[config.mk]
export PLATFORM = sky130hd
export DESIGN_NAME = dmem_port_arbiter
export DESIGN_NICKNAME = d
export VERILOG_FILES = /design/src/rtl/dmem_arb_pkg.sv /design/src/rtl/dmem_load_seq.sv /design/src/rtl/dmem_port_arbiter.sv
export SDC_FILE = /design/constraint.sdc
export NUM_CORES = 1
export LEC_CHECK = 0
export CAP_MARGIN = 20
export CORE_ASPECT_RATIO = 0.75
export CORE_MARGIN = 10
export CORE_UTILIZATION = 36
export DETAILED_ROUTE_END_ITERATION = 12
export PLACE_DENSITY = 0.95
export SLEW_MARGIN = 15
export SYNTH_ARGS = -nofsm -noshare
export SYNTH_HDL_FRONTEND = slang
export SYNTH_SLANG_ARGS = --single-unit
[constraint.sdc]
create_clock -name clock -period 6.7 [get_ports clock]
set_input_delay 2.01 -clock clock [delete_from_list [all_inputs] [get_ports clock]]
set_output_delay 2.01 -clock clock [all_outputs]
set_load 0.02 [all_outputs]
[src/rtl/dmem_arb_pkg.sv]
// rtl/dmem_arb_pkg.sv - shared types and defaults for the data-RAM port arbiter
package dmem_arb_pkg;

  localparam int ADDR_W_DEF       = 7;
  localparam int DATA_W_DEF       = 32;
  localparam int STARVE_LIMIT_DEF = 8;

  typedef enum logic [1:0] {
    ST_IDLE = 2'd0,
    ST_LOAD = 2'd1,
    ST_FULL = 2'd2
  } load_state_e;

endpackage

[src/rtl/dmem_load_seq.sv]
// rtl/dmem_load_seq.sv - loader burst sequencer: mode FSM, write address, word count, done pulse
module dmem_load_seq
  import dmem_arb_pkg::*;
#(
  parameter int ADDR_W = ADDR_W_DEF
) (
  input  logic              clock,
  input  logic              reset,
  input  logic              l_load,
  input  logic              l_grant,
  output logic              load_active,
  output logic [ADDR_W-1:0] l_addr,
  output logic [ADDR_W:0]   l_count,
  output logic              l_done
);

  localparam logic [ADDR_W-1:0] ADDR_LAST = '1;

  load_state_e       state_q, state_d;
  logic [ADDR_W-1:0] addr_q, addr_d;
  logic [ADDR_W:0]   count_q, count_d;
  logic              done_q, done_d;

  always_comb begin
    state_d = state_q;
    addr_d  = addr_q;
    count_d = count_q;
    done_d  = 1'b0;
    case (state_q)
      ST_IDLE: begin
        if (l_load) begin
          state_d = ST_LOAD;
          addr_d  = '0;
          count_d = '0;
        end
      end
      ST_LOAD: begin
        if (l_grant) begin
          count_d = count_q + (ADDR_W + 1)'(1);
          // The address parks on the last word instead of wrapping.
          if (addr_q == ADDR_LAST) begin
            if (l_load) begin
              state_d = ST_FULL;
              done_d  = 1'b1;
            end
          end else begin
            addr_d = addr_q + ADDR_W'(1);
          end
        end
        if (!l_load) begin
          state_d = ST_IDLE;
        end
      end
      ST_FULL: begin
        if (!l_load) begin
          state_d = ST_IDLE;
        end
      end
      default: state_d = ST_IDLE;
    endcase
  end

  always_ff @(posedge clock or negedge reset) begin
    if (!reset) begin
      state_q <= ST_IDLE;
      addr_q  <= '0;
      count_q <= '0;
      done_q  <= 1'b0;
    end else begin
      state_q <= state_d;
      addr_q  <= addr_d;
      count_q <= count_d;
      done_q  <= done_d;
    end
  end

  assign load_active = (state_q == ST_LOAD);
  assign l_addr      = addr_q;
  assign l_count     = count_q;
  assign l_done      = done_q;

endmodule

[src/rtl/dmem_port_arbiter.sv]
// rtl/dmem_port_arbiter.sv - single-port data RAM arbiter: pipeline priority, loader starvation guard
module dmem_port_arbiter
  import dmem_arb_pkg::*;
#(
  parameter int ADDR_W       = ADDR_W_DEF,
  parameter int DATA_W       = DATA_W_DEF,
  parameter int STARVE_LIMIT = STARVE_LIMIT_DEF
) (
  input  logic              clock,
  input  logic              reset,
  input  logic              p_req,
  input  logic              p_we,
  input  logic [31:0]       p_addr,
  input  logic [DATA_W-1:0] p_wdata,
  output logic              p_stall,
  output logic              p_rvalid,
  output logic [DATA_W-1:0] p_rdata,
  input  logic              l_load,
  input  logic              l_valid,
  input  logic [DATA_W-1:0] l_wdata,
  output logic              l_ready,
  output logic              l_done,
  output logic [ADDR_W:0]   l_count,
  output logic              ram_en,
  output logic              ram_we,
  output logic [ADDR_W-1:0] ram_addr,
  output logic [DATA_W-1:0] ram_wdata,
  input  logic [DATA_W-1:0] ram_rdata
);

  localparam int SW = $clog2(STARVE_LIMIT + 1);
  localparam logic [SW-1:0] STARVE_MAX = SW'(STARVE_LIMIT);

  logic              load_active;
  logic [ADDR_W-1:0] l_addr;
  logic              lreq, force_l, p_grant, l_grant, p_req_live;
  logic [SW-1:0]     starve_q, starve_d;
  logic              p_rvalid_q, p_rvalid_d;
  logic [DATA_W-1:0] p_rdata_q, p_rdata_d;
  logic              addr_unused;

  assign addr_unused = ^{p_addr[31:ADDR_W+2], p_addr[1:0]};

  dmem_load_seq #(.ADDR_W(ADDR_W)) u_load_seq (
    .clock       (clock),
    .reset       (reset),
    .l_load      (l_load),
    .l_grant     (l_grant),
    .load_active (load_active),
    .l_addr      (l_addr),
    .l_count     (l_count),
    .l_done      (l_done)
  );

  always_comb begin
    // Gating with reset keeps every RAM strobe quiet while reset is held.
    p_req_live = reset & p_req;
    lreq       = load_active & l_valid;
    force_l    = lreq & (starve_q == STARVE_MAX);
    p_grant    = p_req_live & ~force_l;
    l_grant    = force_l | (lreq & ~p_req_live);

    starve_d = starve_q;
    if (l_grant || !lreq) begin
      starve_d = '0;
    end else if (p_grant && starve_q != STARVE_MAX) begin
      starve_d = starve_q + SW'(1);
    end

    p_rvalid_d = p_grant & ~p_we;
    p_rdata_d  = p_rvalid_q ? ram_rdata : p_rdata_q;
  end

  always_ff @(posedge clock or negedge reset) begin
    if (!reset) begin
      starve_q   <= '0;
      p_rvalid_q <= 1'b0;
      p_rdata_q  <= '0;
    end else begin
      starve_q   <= starve_d;
      p_rvalid_q <= p_rvalid_d;
      p_rdata_q  <= p_rdata_d;
    end
  end

  assign p_stall   = p_req_live & force_l;
  assign l_ready   = l_grant;
  assign ram_en    = p_grant | l_grant;
  assign ram_we    = l_grant | (p_grant & p_we);
  assign ram_addr  = l_grant ? l_addr : (p_grant ? p_addr[ADDR_W+1:2] : '0);
  assign ram_wdata = l_grant ? l_wdata : (p_grant ? p_wdata : '0);
  // Read data is presented straight from the RAM in the return cycle, then held.
  assign p_rvalid  = p_rvalid_q;
  assign p_rdata   = p_rvalid_q ? ram_rdata : p_rdata_q;

endmodule

==> summary.txt <==
Final layout
  • Layout cells sized above 1: 9.81%
  • Cell area after layout: 4860 µm²
  • Nets@finish: 565
  • Area growth syn-to-layout: 78.1%
  • ANT cells: 0

Timing
  • Setup WS post-layout: 0.635 ns
  • Final hold viol count: 0
  • Hold Slack: 0.494 ns
  • Clock skew: 0.00956 ns
  • Setup Total Neg Slack: 0 ns
  • Peak Freq: 165 MHz
  • Crit share post-route: 90.5%
  • RSZ-0062 raised after global routing: no
  • Setup-failing EPs final: 0
  • Worst slew margin: 54.4%
  • Fin. max-slew vios: 0
  • Tmin final: 6.06 ns
  • Slew @ Worst Pin: 0.683 ns

Route
  • Per-cell routed wire length: 19.4 µm
  • Vias: 2674
  • DR iter-0 viols: 109
  • First-pass DRT Iterations: 4
  • Total Routed Length: 10.3 mm
  • DR vias/cell: 5.05
  • DRC: 0
  • ANT nets after route: 0

Global route
  • Vias in the first global route: 2942
  • First-pass GRT wire length: 15.9 mm
  • Largest net degree at the start of global routing: 56
  • Initial antenna violation count: 0
  • GRT Resource Usage Total: 17.1%
  • Grt ovf: 0

Floorplanning
  • Core outline area: 7360 µm²
  • DIE HEIGHT: 95.4 µm
  • Ports: 219
  • Rows: 27
  • Die area: 11500 µm²
  • Initial Util: 37.1%
  • Die X: 121 µm

Critical path
  • Crit path DAT: 4.05 ns
  • Setup crit start kind: primary input
  • CP max-delay cell: clkdlybuf4s50_1
  • Worst R2R Setup Slack: 4.83 ns
  • Max Fanout on Critical Path: 39
  • CP Capture Type: primary output
  • Most frequent cell on the critical path: clkdlybuf4s50_1
  • Reg2reg path depth: 7
  • Setup CP Type: primary input to primary output
  • Worst endpoint required time: 4.69 ns
  • Largest stage delay, worst path: 0.62 ns
  • Crit path cell chain: clkdlybuf4s50_1 > nand3b_1 > nor2_1 > nor2_2 > buf_4 > a22o_1 > clkdlybuf4s50_1

Clocking
  • Post-CTS sizing: 0
  • Root Buffer: clkbuf_8
  • Clock Sinks: 55
  • Worst skew pair latency: 0.30 ns
  • CTS tree: built
  • CTS clock-pin slew for the worst setup and hold paths: 0.09 ns
  • Cts bufs inserted: 5
  • Total setup buffers inserted after CTS: 0
  • H-tree depth: 2
  • Hold_buf cts: 0
  • CTS max path bufs: 2

Logic synthesis
  • Sequential area share after synthesis: 50.4%
  • Synth Area in Simple Gates: 10.2%
  • Compound-Gate Fraction of Synth Area: 18.6%
  • FFs w/ async S/R, synth: 100%
  • Post-synthesis mux area share: 13.6%
  • Warnings, synthesis: 0
  • Yosys reg bits: 55
  • Synth Area in Adders: 1.83%
  • Cells after Synth: 236
  • Post-Synth XOR/XNOR Area: 1.60%
  • Syn avg cell area: 11.6 µm²
  • Combinational family with the most area after synthesis: compound AO/OA/AOI/OAI gates
  • Library cells used by synthesis: 45
  • Post-synth EDFFs: 0
  • Cell Area, Synth: 2730 µm²
  • Ys flop type: dfrtp_1
  • Syn_nets: 374

Placement
  • Port Buf Inserts: 193
  • Area of placed instances: 4780 µm²
  • Place WS: 0.642 ns
  • GP Congestion: 0.826
  • HPWL after DPL: 8.47 mm

Outcome
  • Status: complete, no violations

Pwr
  • VDD IR-drop max: 0.0000949 V
  • Leakage power: 0.00199 µW
  • Pwr dens: 198 nW/µm²

Hold path
  • HP Class: flop to flop
  • Hold Path Stages: 1

Run
  • Max-cap violations: 0
cells by family after synthesis:
kind of cell / Yosys count
compound gates: 63
flops: 55
simple gates: 52
mux: 33
buf+inv: 24
xor+xnor: 5
fa+ha+maj: 4
per-layer routing:
| metal | share of wire [%] | vias up | track usage (%) | routed length [µm] |
|---|---|---|---|---|
| met2 | 52 | 110 | 30.8 | 5340 |
| met4 | 1.0 | 0 | 3.11 | 104 |
| li1 | - | 1258 | - | - |
| met3 | 7.4 | 11 | 5.61 | 765 |
| met5 | 0 | - | 0 | 0 |
| met1 | 40 | 1295 | 19.7 | 4070 |
cell usage after synthesis (2+ instances only):
library cell | number | area (µm²)
a21oi_1 | 4 | 20.0
a22o_1 | 39 | 342
a31oi_1 | 2 | 12.5
and2_1 | 2 | 12.5
and3_1 | 2 | 12.5
and3b_1 | 2 | 17.5
and4_1 | 2 | 17.5
buf_1 | 3 | 11.3
buf_2 | 4 | 20.0
clkbuf_1 | 6 | 22.5
dfrtp_1 | 55 | 1380
ha_1 | 4 | 50.1
inv_1 | 9 | 33.8
mux2_1 | 9 | 101
mux2_2 | 23 | 259
nand2_1 | 10 | 37.5
nand2b_1 | 2 | 12.5
nand3_1 | 10 | 50.1
nand3b_1 | 2 | 15.0
nor2_1 | 11 | 41.3
nor3_1 | 2 | 10.0
o211ai_1 | 2 | 15.0
o21ai_0 | 4 | 20.0
o31ai_1 | 2 | 15.0
or4_1 | 2 | 15.0
xnor2_1 | 3 | 26.3
xor2_1 | 2 | 17.5
sequential cells by signal, summed over array words and instances (netlist names):
name	count
p_rdata_q	32
u_load_seq.l_count	8
u_load_seq.state_q	2
p_rvalid	1
u_load_seq.l_addr	7
starve_q	4
u_load_seq.l_done	1
through the flow:
stage          instances  utilization (%)  power (µW)
2_1_floorplan        236                -         580
3_3_place_gp         520             64.7         783
3_5_place_dp         521             64.9         798
4_1_cts              529             66.0         976
5_1_grt              529             66.0        1020
6_report             529             66.0         963
critical path: cells and delay by family:
kind	cells	cell delay (ns)
AOI/OAI and AO/OA	1	0.21
buffers and inverters	3	1.41
and+or+nand+nor	3	0.41
power by group:
part / internal [µW] / leakage, µW / switching (µW)
Combinational: 205 / 0.00126 / 173
Clock: 73.3 / 0.0000412 / 102
Sequential: 381 / 0.000688 / 29.0
Total: 659 / 0.00199 / 304
placed cells by master, fill, tap and decap left out, drive strengths merged, types with 4 or more instances in the layout:
master / instances
mux2: 32
nand3: 10
o21ai: 6
inv: 10
nor2: 11
nand2: 10
clkdlybuf4s50: 192
a22o: 39
buf: 6
dfrtp: 55
a21oi: 4
clkbuf: 6
ha: 4
final timing paths:
| check | startpoint | to |
|---|---|---|
| worst max register to register | starve_q[0]$_DFFE_PN0P_ | u_load_seq.l_count[5]$_DFFE_PN0P_ |
| worst min register to register | p_rdata_q[2]$_DFF_PN0_ | p_rdata_q[2]$_DFF_PN0_ |
| min in group asynchronous | reset | starve_q[1]$_DFFE_PN0P_ |
| max in group asynchronous | reset | p_rdata_q[9]$_DFF_PN0_ |
| worst max-delay path | l_valid | ram_wdata[1] |
| worst min-delay path | p_rdata_q[2]$_DFF_PN0_ | p_rdata_q[2]$_DFF_PN0_ |
layout make-up:
type / count / area, µm²
clock buffer: 6 / 72.6
clock inverter: 2 / 12.5
fill: 608 / 2500
inverter: 10 / 37.5
multi-input combinational: 157 / 1250
sequential: 55 / 1380
tap: 101 / 126
timing repair buffer: 198 / 1980
Power figures use the tool's default switching activity.
